## src/rtl/pixel_fetch_rr_pkg.sv

```systemverilog
// Shared constants and width helpers for the pixel fetch engine and its FIFO.
package pixel_fetch_pkg;

  localparam int unsigned FRAME_WORDS   = 115200;
  localparam int unsigned FETCH_DEPTH   = 8;
  localparam int unsigned NUM_COLOUR_CH = 3;

  // Width of a counter that must hold 0..n inclusive.
  function automatic int unsigned cnt_w(input int unsigned n);
    return $clog2(n) + 1;
  endfunction

  // Width of an index into n items, never less than one bit.
  function automatic int unsigned idx_w(input int unsigned n);
    return (n > 1) ? $clog2(n) : 1;
  endfunction

endpackage

```

## src/rtl/pixel_fetch_rr_if.sv

```systemverilog
// Memory read port plus round-robin channel output bus of pixel_fetch_rr.
interface pixel_fetch_rr_if
  import pixel_fetch_pkg::*;
#(
  parameter int unsigned DATA_W = 32,
  parameter int unsigned ADDR_W = 17,
  parameter int unsigned NUM_CH = NUM_COLOUR_CH,
  parameter int unsigned CH_W   = idx_w(NUM_CH)
);

  logic              req_rts;
  logic              req_rtr;
  logic [ADDR_W-1:0] req_addr;
  logic              rsp_valid;
  logic [DATA_W-1:0] rsp_data;

  logic [DATA_W-1:0] out_data;
  logic [NUM_CH-1:0] out_rts;
  logic [NUM_CH-1:0] out_rtr;
  logic [CH_W-1:0]   ch_idx;

  // Fetch-engine side
  modport master (
    output req_rts, req_addr, out_data, out_rts, ch_idx,
    input  req_rtr, rsp_valid, rsp_data, out_rtr
  );

  // Frame memory and channel pipelines side
  modport slave (
    input  req_rts, req_addr, out_data, out_rts, ch_idx,
    output req_rtr, rsp_valid, rsp_data, out_rtr
  );

endinterface

```

## src/rtl/pixel_fetch_rr_fifo.sv

```systemverilog
// Synchronous FIFO with occupancy count and synchronous clear; shared by display blocks.
module pf_sync_fifo
  import pixel_fetch_pkg::*;
#(
  parameter int unsigned DATA_W = 32,
  parameter int unsigned DEPTH  = FETCH_DEPTH
) (
  input  logic                   clk,
  input  logic                   rst_,
  input  logic                   clr,
  input  logic                   push,
  input  logic                   pop,
  input  logic [DATA_W-1:0]      wdata,
  output logic [DATA_W-1:0]      rdata,
  output logic [$clog2(DEPTH):0] level,
  output logic                   full,
  output logic                   empty
);

  localparam int unsigned PTR_W = $clog2(DEPTH);
  localparam int unsigned LVL_W = cnt_w(DEPTH);

  logic [DATA_W-1:0] mem [DEPTH];
  logic [PTR_W-1:0]  wptr;
  logic [PTR_W-1:0]  rptr;

  assign rdata = mem[rptr];
  assign full  = (level == LVL_W'(DEPTH));
  assign empty = (level == '0);

  always_ff @(posedge clk or negedge rst_) begin
    if (!rst_) begin
      wptr  <= '0;
      rptr  <= '0;
      level <= '0;
    end else if (clr) begin
      wptr  <= '0;
      rptr  <= '0;
      level <= '0;
    end else begin
      if (push) wptr <= wptr + PTR_W'(1);
      if (pop)  rptr <= rptr + PTR_W'(1);
      level <= level + LVL_W'(push) - LVL_W'(pop);
    end
  end

  always_ff @(posedge clk) begin
    if (push && !clr) mem[wptr] <= wdata;
  end

endmodule

```

## src/rtl/pixel_fetch_rr.sv

```systemverilog
// Credit-throttled frame fetch with round-robin channel delivery and frame restart.
// Optional sticky response/overflow checking is built when PIXEL_FETCH_ERR_CHK_EN is defined.
module pixel_fetch_rr
  import pixel_fetch_pkg::*;
#(
  parameter int unsigned DATA_W    = 32,
  parameter int unsigned ADDR_W    = 17,
  parameter int unsigned NUM_ADDRS = FRAME_WORDS,
  parameter int unsigned DEPTH     = FETCH_DEPTH,
  parameter int unsigned NUM_CH    = NUM_COLOUR_CH
) (
  input  logic                   clk,
  input  logic                   rst_,
  input  logic                   start,
  pixel_fetch_rr_if.master       bus,
  output logic                   frame_done,
  output logic [$clog2(DEPTH):0] level,
  output logic                   err
);

  localparam int unsigned LVL_W = cnt_w(DEPTH);
  localparam int unsigned CH_W  = idx_w(NUM_CH);
  localparam logic [ADDR_W-1:0] LAST_ADDR = ADDR_W'(NUM_ADDRS - 1);
  localparam logic [CH_W-1:0]   LAST_CH   = CH_W'(NUM_CH - 1);

  logic [LVL_W-1:0]  outstanding;
  logic [LVL_W-1:0]  drop;
  logic [LVL_W:0]    credit;
  logic [ADDR_W-1:0] req_addr_q;
  logic [ADDR_W-1:0] deliv_cnt;
  logic [CH_W-1:0]   ch_q;
  logic              req_xfc;
  logic              out_xfc;
  logic              push;
  logic              rsp_dec;
  logic              bad_rsp;
  logic              fifo_full;
  logic              fifo_empty;
  logic [DATA_W-1:0] fifo_rdata;

  // Credit counts in-flight requests (including ones to be dropped) so every response has a slot.
  assign credit       = {1'b0, outstanding} + {1'b0, level};
  assign bus.req_rts  = rst_ & ~start & (credit < (LVL_W+1)'(DEPTH));
  assign req_xfc      = bus.req_rts & bus.req_rtr;
  assign bus.req_addr = req_addr_q;

  assign bus.ch_idx   = ch_q;
  assign bus.out_data = fifo_rdata;
  assign bus.out_rts  = NUM_CH'(!fifo_empty) << ch_q;
  assign out_xfc      = |(bus.out_rts & bus.out_rtr);

`ifdef PIXEL_FETCH_ERR_CHK_EN
  assign bad_rsp = bus.rsp_valid & ((outstanding == '0) | ((drop == '0) & fifo_full));
  assign rsp_dec = bus.rsp_valid & (outstanding != '0);

  always_ff @(posedge clk or negedge rst_) begin
    if (!rst_)        err <= 1'b0;
    else if (bad_rsp) err <= 1'b1;
  end
`else
  logic unused_full;

  assign bad_rsp     = 1'b0;
  assign rsp_dec     = bus.rsp_valid;
  assign err         = 1'b0;
  assign unused_full = fifo_full;
`endif

  assign push = bus.rsp_valid & (drop == '0) & ~bad_rsp;

  pf_sync_fifo #(
    .DATA_W (DATA_W),
    .DEPTH  (DEPTH)
  ) u_fifo (
    .clk   (clk),
    .rst_  (rst_),
    .clr   (start),
    .push  (push),
    .pop   (out_xfc),
    .wdata (bus.rsp_data),
    .rdata (fifo_rdata),
    .level (level),
    .full  (fifo_full),
    .empty (fifo_empty)
  );

  always_ff @(posedge clk or negedge rst_) begin
    if (!rst_) begin
      req_addr_q  <= '0;
      outstanding <= '0;
      drop        <= '0;
      deliv_cnt   <= '0;
      ch_q        <= '0;
      frame_done  <= 1'b0;
    end else if (start) begin
      // Everything still in flight becomes a drop; a response landing now is already consumed.
      req_addr_q  <= '0;
      deliv_cnt   <= '0;
      ch_q        <= '0;
      outstanding <= outstanding - LVL_W'(rsp_dec);
      drop        <= outstanding - LVL_W'(rsp_dec);
      frame_done  <= out_xfc & (deliv_cnt == LAST_ADDR);
    end else begin
      if (req_xfc)
        req_addr_q <= (req_addr_q == LAST_ADDR) ? '0 : req_addr_q + ADDR_W'(1);
      outstanding <= outstanding + LVL_W'(req_xfc) - LVL_W'(rsp_dec);
      if (bus.rsp_valid && drop != '0)
        drop <= drop - LVL_W'(1);
      if (out_xfc) begin
        ch_q      <= (ch_q == LAST_CH) ? '0 : ch_q + CH_W'(1);
        deliv_cnt <= (deliv_cnt == LAST_ADDR) ? '0 : deliv_cnt + ADDR_W'(1);
      end
      frame_done <= out_xfc & (deliv_cnt == LAST_ADDR);
    end
  end

endmodule

```

## src/flat_wrapper.sv

```systemverilog
// flat-port wrapper written by rule: the top's interface ports become plain ports
module pixel_fetch_rr_flat import pixel_fetch_pkg::*;
#(
  parameter int unsigned DATA_W    = 32,
  parameter int unsigned ADDR_W    = 17,
  parameter int unsigned NUM_ADDRS = FRAME_WORDS,
  parameter int unsigned DEPTH     = FETCH_DEPTH,
  parameter int unsigned NUM_CH    = NUM_COLOUR_CH
)
  (clk, rst_, start, frame_done, level, err, bus_req_rts, bus_req_addr, bus_out_data, bus_out_rts, bus_ch_idx, bus_req_rtr, bus_rsp_valid, bus_rsp_data, bus_out_rtr);
  pixel_fetch_rr_if #(.DATA_W(DATA_W), .ADDR_W(ADDR_W), .NUM_CH(NUM_CH), .CH_W((2))) bus_i ();
  input  logic clk;
  input  logic rst_;
  input  logic start;
  output logic frame_done;
  output logic [$clog2(DEPTH):0] level;
  output logic err;
  output wire logic [$bits(bus_i.req_rts)-1:0] bus_req_rts;
  output wire logic [$bits(bus_i.req_addr)-1:0] bus_req_addr;
  output wire logic [$bits(bus_i.out_data)-1:0] bus_out_data;
  output wire logic [$bits(bus_i.out_rts)-1:0] bus_out_rts;
  output wire logic [$bits(bus_i.ch_idx)-1:0] bus_ch_idx;
  input wire logic [$bits(bus_i.req_rtr)-1:0] bus_req_rtr;
  input wire logic [$bits(bus_i.rsp_valid)-1:0] bus_rsp_valid;
  input wire logic [$bits(bus_i.rsp_data)-1:0] bus_rsp_data;
  input wire logic [$bits(bus_i.out_rtr)-1:0] bus_out_rtr;
  assign bus_req_rts = bus_i.req_rts;
  assign bus_req_addr = bus_i.req_addr;
  assign bus_out_data = bus_i.out_data;
  assign bus_out_rts = bus_i.out_rts;
  assign bus_ch_idx = bus_i.ch_idx;
  assign bus_i.req_rtr = bus_req_rtr;
  assign bus_i.rsp_valid = bus_rsp_valid;
  assign bus_i.rsp_data = bus_rsp_data;
  assign bus_i.out_rtr = bus_out_rtr;
  pixel_fetch_rr #(.DATA_W(DATA_W), .ADDR_W(ADDR_W), .NUM_ADDRS(NUM_ADDRS), .DEPTH(DEPTH), .NUM_CH(NUM_CH)) u_core (.clk(clk), .rst_(rst_), .start(start), .bus(bus_i), .frame_done(frame_done), .level(level), .err(err));
endmodule
```

## config.mk

```make
export PLATFORM = sky130hd
export DESIGN_NAME = pixel_fetch_rr_flat
export DESIGN_NICKNAME = d
export VERILOG_FILES = /design/src/rtl/pixel_fetch_rr_pkg.sv /design/src/rtl/pixel_fetch_rr_if.sv /design/src/rtl/pixel_fetch_rr_fifo.sv /design/src/rtl/pixel_fetch_rr.sv /design/src/flat_wrapper.sv
export SDC_FILE = /design/constraint.sdc
export NUM_CORES = 1
export LEC_CHECK = 0
export BUFFER_PORTS_ARGS = -buffer_cell sky130_fd_sc_hd__buf_2
export CORE_ASPECT_RATIO = 0.6
export CORE_MARGIN = 4
export CORE_UTILIZATION = 40
export CTS_CLUSTER_SIZE = 12
export DETAILED_ROUTE_END_ITERATION = 6
export SLEW_MARGIN = 20
export SYNTH_ARGS = -nofsm -noshare
export SYNTH_HDL_FRONTEND = slang
export SYNTH_SLANG_ARGS = --single-unit
```

## constraint.sdc

```tcl
create_clock -name clk -period 6.9 [get_ports clk]
set_input_delay 1.38 -clock clk [delete_from_list [all_inputs] [get_ports clk]]
set_output_delay 1.38 -clock clk [all_outputs]
set_load 0.02 [all_outputs]
```

==> flow_summary.toml <==
[floorplan]
core_mm2 = 0.0324
die_x_um = 242
rows = 51
initial_core_util = 0.405
die-area_mm2 = 0.0359
io_pins = 101
die_h_um = 148

[power]
peakVddDrop_uv = 214
switchingPower_mw = 1.39
power.leakage_nw = 5.11
comb_power_share = 0.230
pwr-share-clk = 0.313
seqPwrFrac = 0.458
p_sw_frac = 0.285
power_density_mw_per_mm2 = 321
total_power_mw = 4.87
internal-power_mw = 3.48

[final_layout]
utilization = 0.468
diodes = 0
syn2layout_area_growth_pct = 15.6
final_cell_mix = "edfxtp_1 (256), buf_2 (99), mux4_2 (64)"
fin_area_mm2 = 0.0152
drive_gt1_frac = 0.302
mostFrequentLayoutCell = "edfxtp_1"
layout.cells.non_filler = 1320
nNetsFinal = 933

[placed_design]
gp_congestion = 0.757
pre_cts_ws_ns = 2.75
dp_cells = 1261
dp_hpwl_um = 17100
port_buffers = 99
postPlaceCellArea_mm2 = 0.0142

[timing]
rsz0062_at_grt = "false"
maxSlewHeadroom = 0.295
fin_skew_ns = 0.00866
report.final.slew_viol_count = 0
finalWorstSetupSlack_ns = 2.37
tightest_slew_ns = 1.05
max_freq_mhz = 221
setup_violations = 0
hold_viol_final = 0
tns_ns = 0
fin_crit_ns = 4.53
min_period_over_period = 0.656
whs_ns = 0.529

[clock_network]
cts.sinks = 311
cts_tree = "done"
cts_hold_buf = 0
clkTransAtPathRegs_ns = 0.06
cts_resized = 0
cts-root-buf = "clkbuf_16"
htree_levels = 1
cts_buffers = 31
postCtsSetupBuffers = 0
cts_buffer_depth = 3
clock_latency_ns = 0.55

[route]
dr_total_vias = 7237
wl_um = 27300
dr.pass1.iters = 5
detail_route.vias_per_cell = 5.48
route.antenna.remaining_nets = 0
wire_per_inst_um = 20.7
drt_iter0_markers = 588
drc = 0

[logic_synthesis]
synth_area_leader_cell = "edfxtp_1"
synthesis.nets = 826
synth-edff-count = 256
yosys_warnings = 0
syn_avg_cell_area_um2 = 17.2
synth_seq_area_share = 0.691
synthArstFlopShare = 0.177
synthFlopType = "edfxtp_1"
synthTopCellsByArea = "edfxtp_1 (59%), mux4_2 (11%), dfrtp_1 (10%)"
synth_cell_types = 60
synth_seq_cells = 311
postSynthCellCount = 765
synth_top_area_frac = 0.586
netlist_area_mm2 = 0.0131

[grt]
grt_usage = 0.154
overflow = 0
grt_start_max_net_pins = 62
grt_pass1_vias = 7226
antenna_found_initial = 0
grt_pass1_wl_um = 43800

[critical_path]
worst-setup-path-type = "flop to output pin"
end_kind = "output pin"
regToRegSetupSlack_ns = 4.13
required_ns = 5.52
arrival_ns = 3.15
path_max_fanout = 41
start_kind = "flop"

[job]
max_cap_violations = 0

[min_path]
hold_class = "flop to flop"

[outcome]
status = "finished, final reports clean"
-- layer usage --
metal	routed length, um	global-route usage	up-vias
met2	11600	0.220	173
li1	-	-	3306
met5	0	0	-
met1	14100	0.251	3731
met3	1290	0.0283	27
met4	352	0.0249	0
-- power by group through the flow --
stage | logic, mW | registers (mW) | clock network (mW)
2_1_floorplan | 0.907 | 2.18 | 0
3_3_place_gp | 1.12 | 2.27 | 0
3_5_place_dp | 1.13 | 2.27 | 0
4_1_cts | 1.14 | 2.24 | 1.57
5_1_grt | 1.23 | 2.25 | 1.67
6_report | 1.12 | 2.23 | 1.52
-- worst paths after layout --
path | startpoint | endpoint | depth (start not counted)
setup reg to reg | u_core.drop[0] | u_core.u_fifo.mem[6][4] | 6
min in group asynchronous | rst_ | u_core.bus.req_addr[5] | 2
max in group asynchronous | rst_ | u_core.u_fifo.rptr[0] | 2
setup / recovery | u_core.u_fifo.rptr[0] | bus_out_data[1] | 4
hold / removal | u_core.outstanding[3] | u_core.outstanding[3] | 1
hold reg to reg | u_core.outstanding[3] | u_core.outstanding[3] | 1
-- cell usage after synthesis (6+ instances only) --
library cell	number
ha_1	19
o31ai_1	8
a211oi_1	8
nand4_1	20
mux4_2	64
nor2_1	17
nand2_1	25
edfxtp_1	256
nor3b_1	7
o32ai_1	7
xnor2_1	7
buf_2	9
or3_1	10
clkbuf_1	26
or4_1	13
nand3_1	19
a21oi_1	26
mux2_2	35
inv_1	28
o21ai_0	21
and4_1	6
nor3_1	6
dfrtp_1	55
-- critical path, cell delays in order, from the launching register on --
cell and delay [ns]:
dfrtp_4 0.96, buf_4 0.58, mux4_2 0.56, mux2_2 0.31
buf_2 0.17
-- registers in the layout (all words and copies together) (netlist names) --
name                 cells
u_core.frame_done        1
u_core.bus.ch_idx        2
u_core.bus.req_addr     17
u_core.u_fifo.wptr       3
u_core.deliv_cnt        17
u_core.u_fifo.level      4
u_core.u_fifo.mem      256
u_core.drop              4
u_core.outstanding       4
u_core.u_fifo.rptr       3
-- layout make-up --
class                      instances  area (um2)
multi-input combinational        383        3820
clock buffer                      51         872
sequential                       311        9070
timing repair buffer             117         751
fill                            2798       17200
tap                              424         531
clock inverter                     6        30.0
inverter                          28         105
-- cells by family (layout without fill, tap and decap cells) --
family                     count (synthesis)  after routing  share of synthesized area
DFF                                      311            311                      0.691
and+or+nand+nor                          156            156                     0.0709
muxes                                    101            101                      0.141
AOI/OAI and AO/OA                         95             95                     0.0464
buffers and inverters                     71            202                     0.0232
adders and majority gates                 21             21                     0.0212
xor gates and xnor gates                   9              9                    0.00601
other                                      1              1                   0.000286
Power figures use the tool's default switching activity.
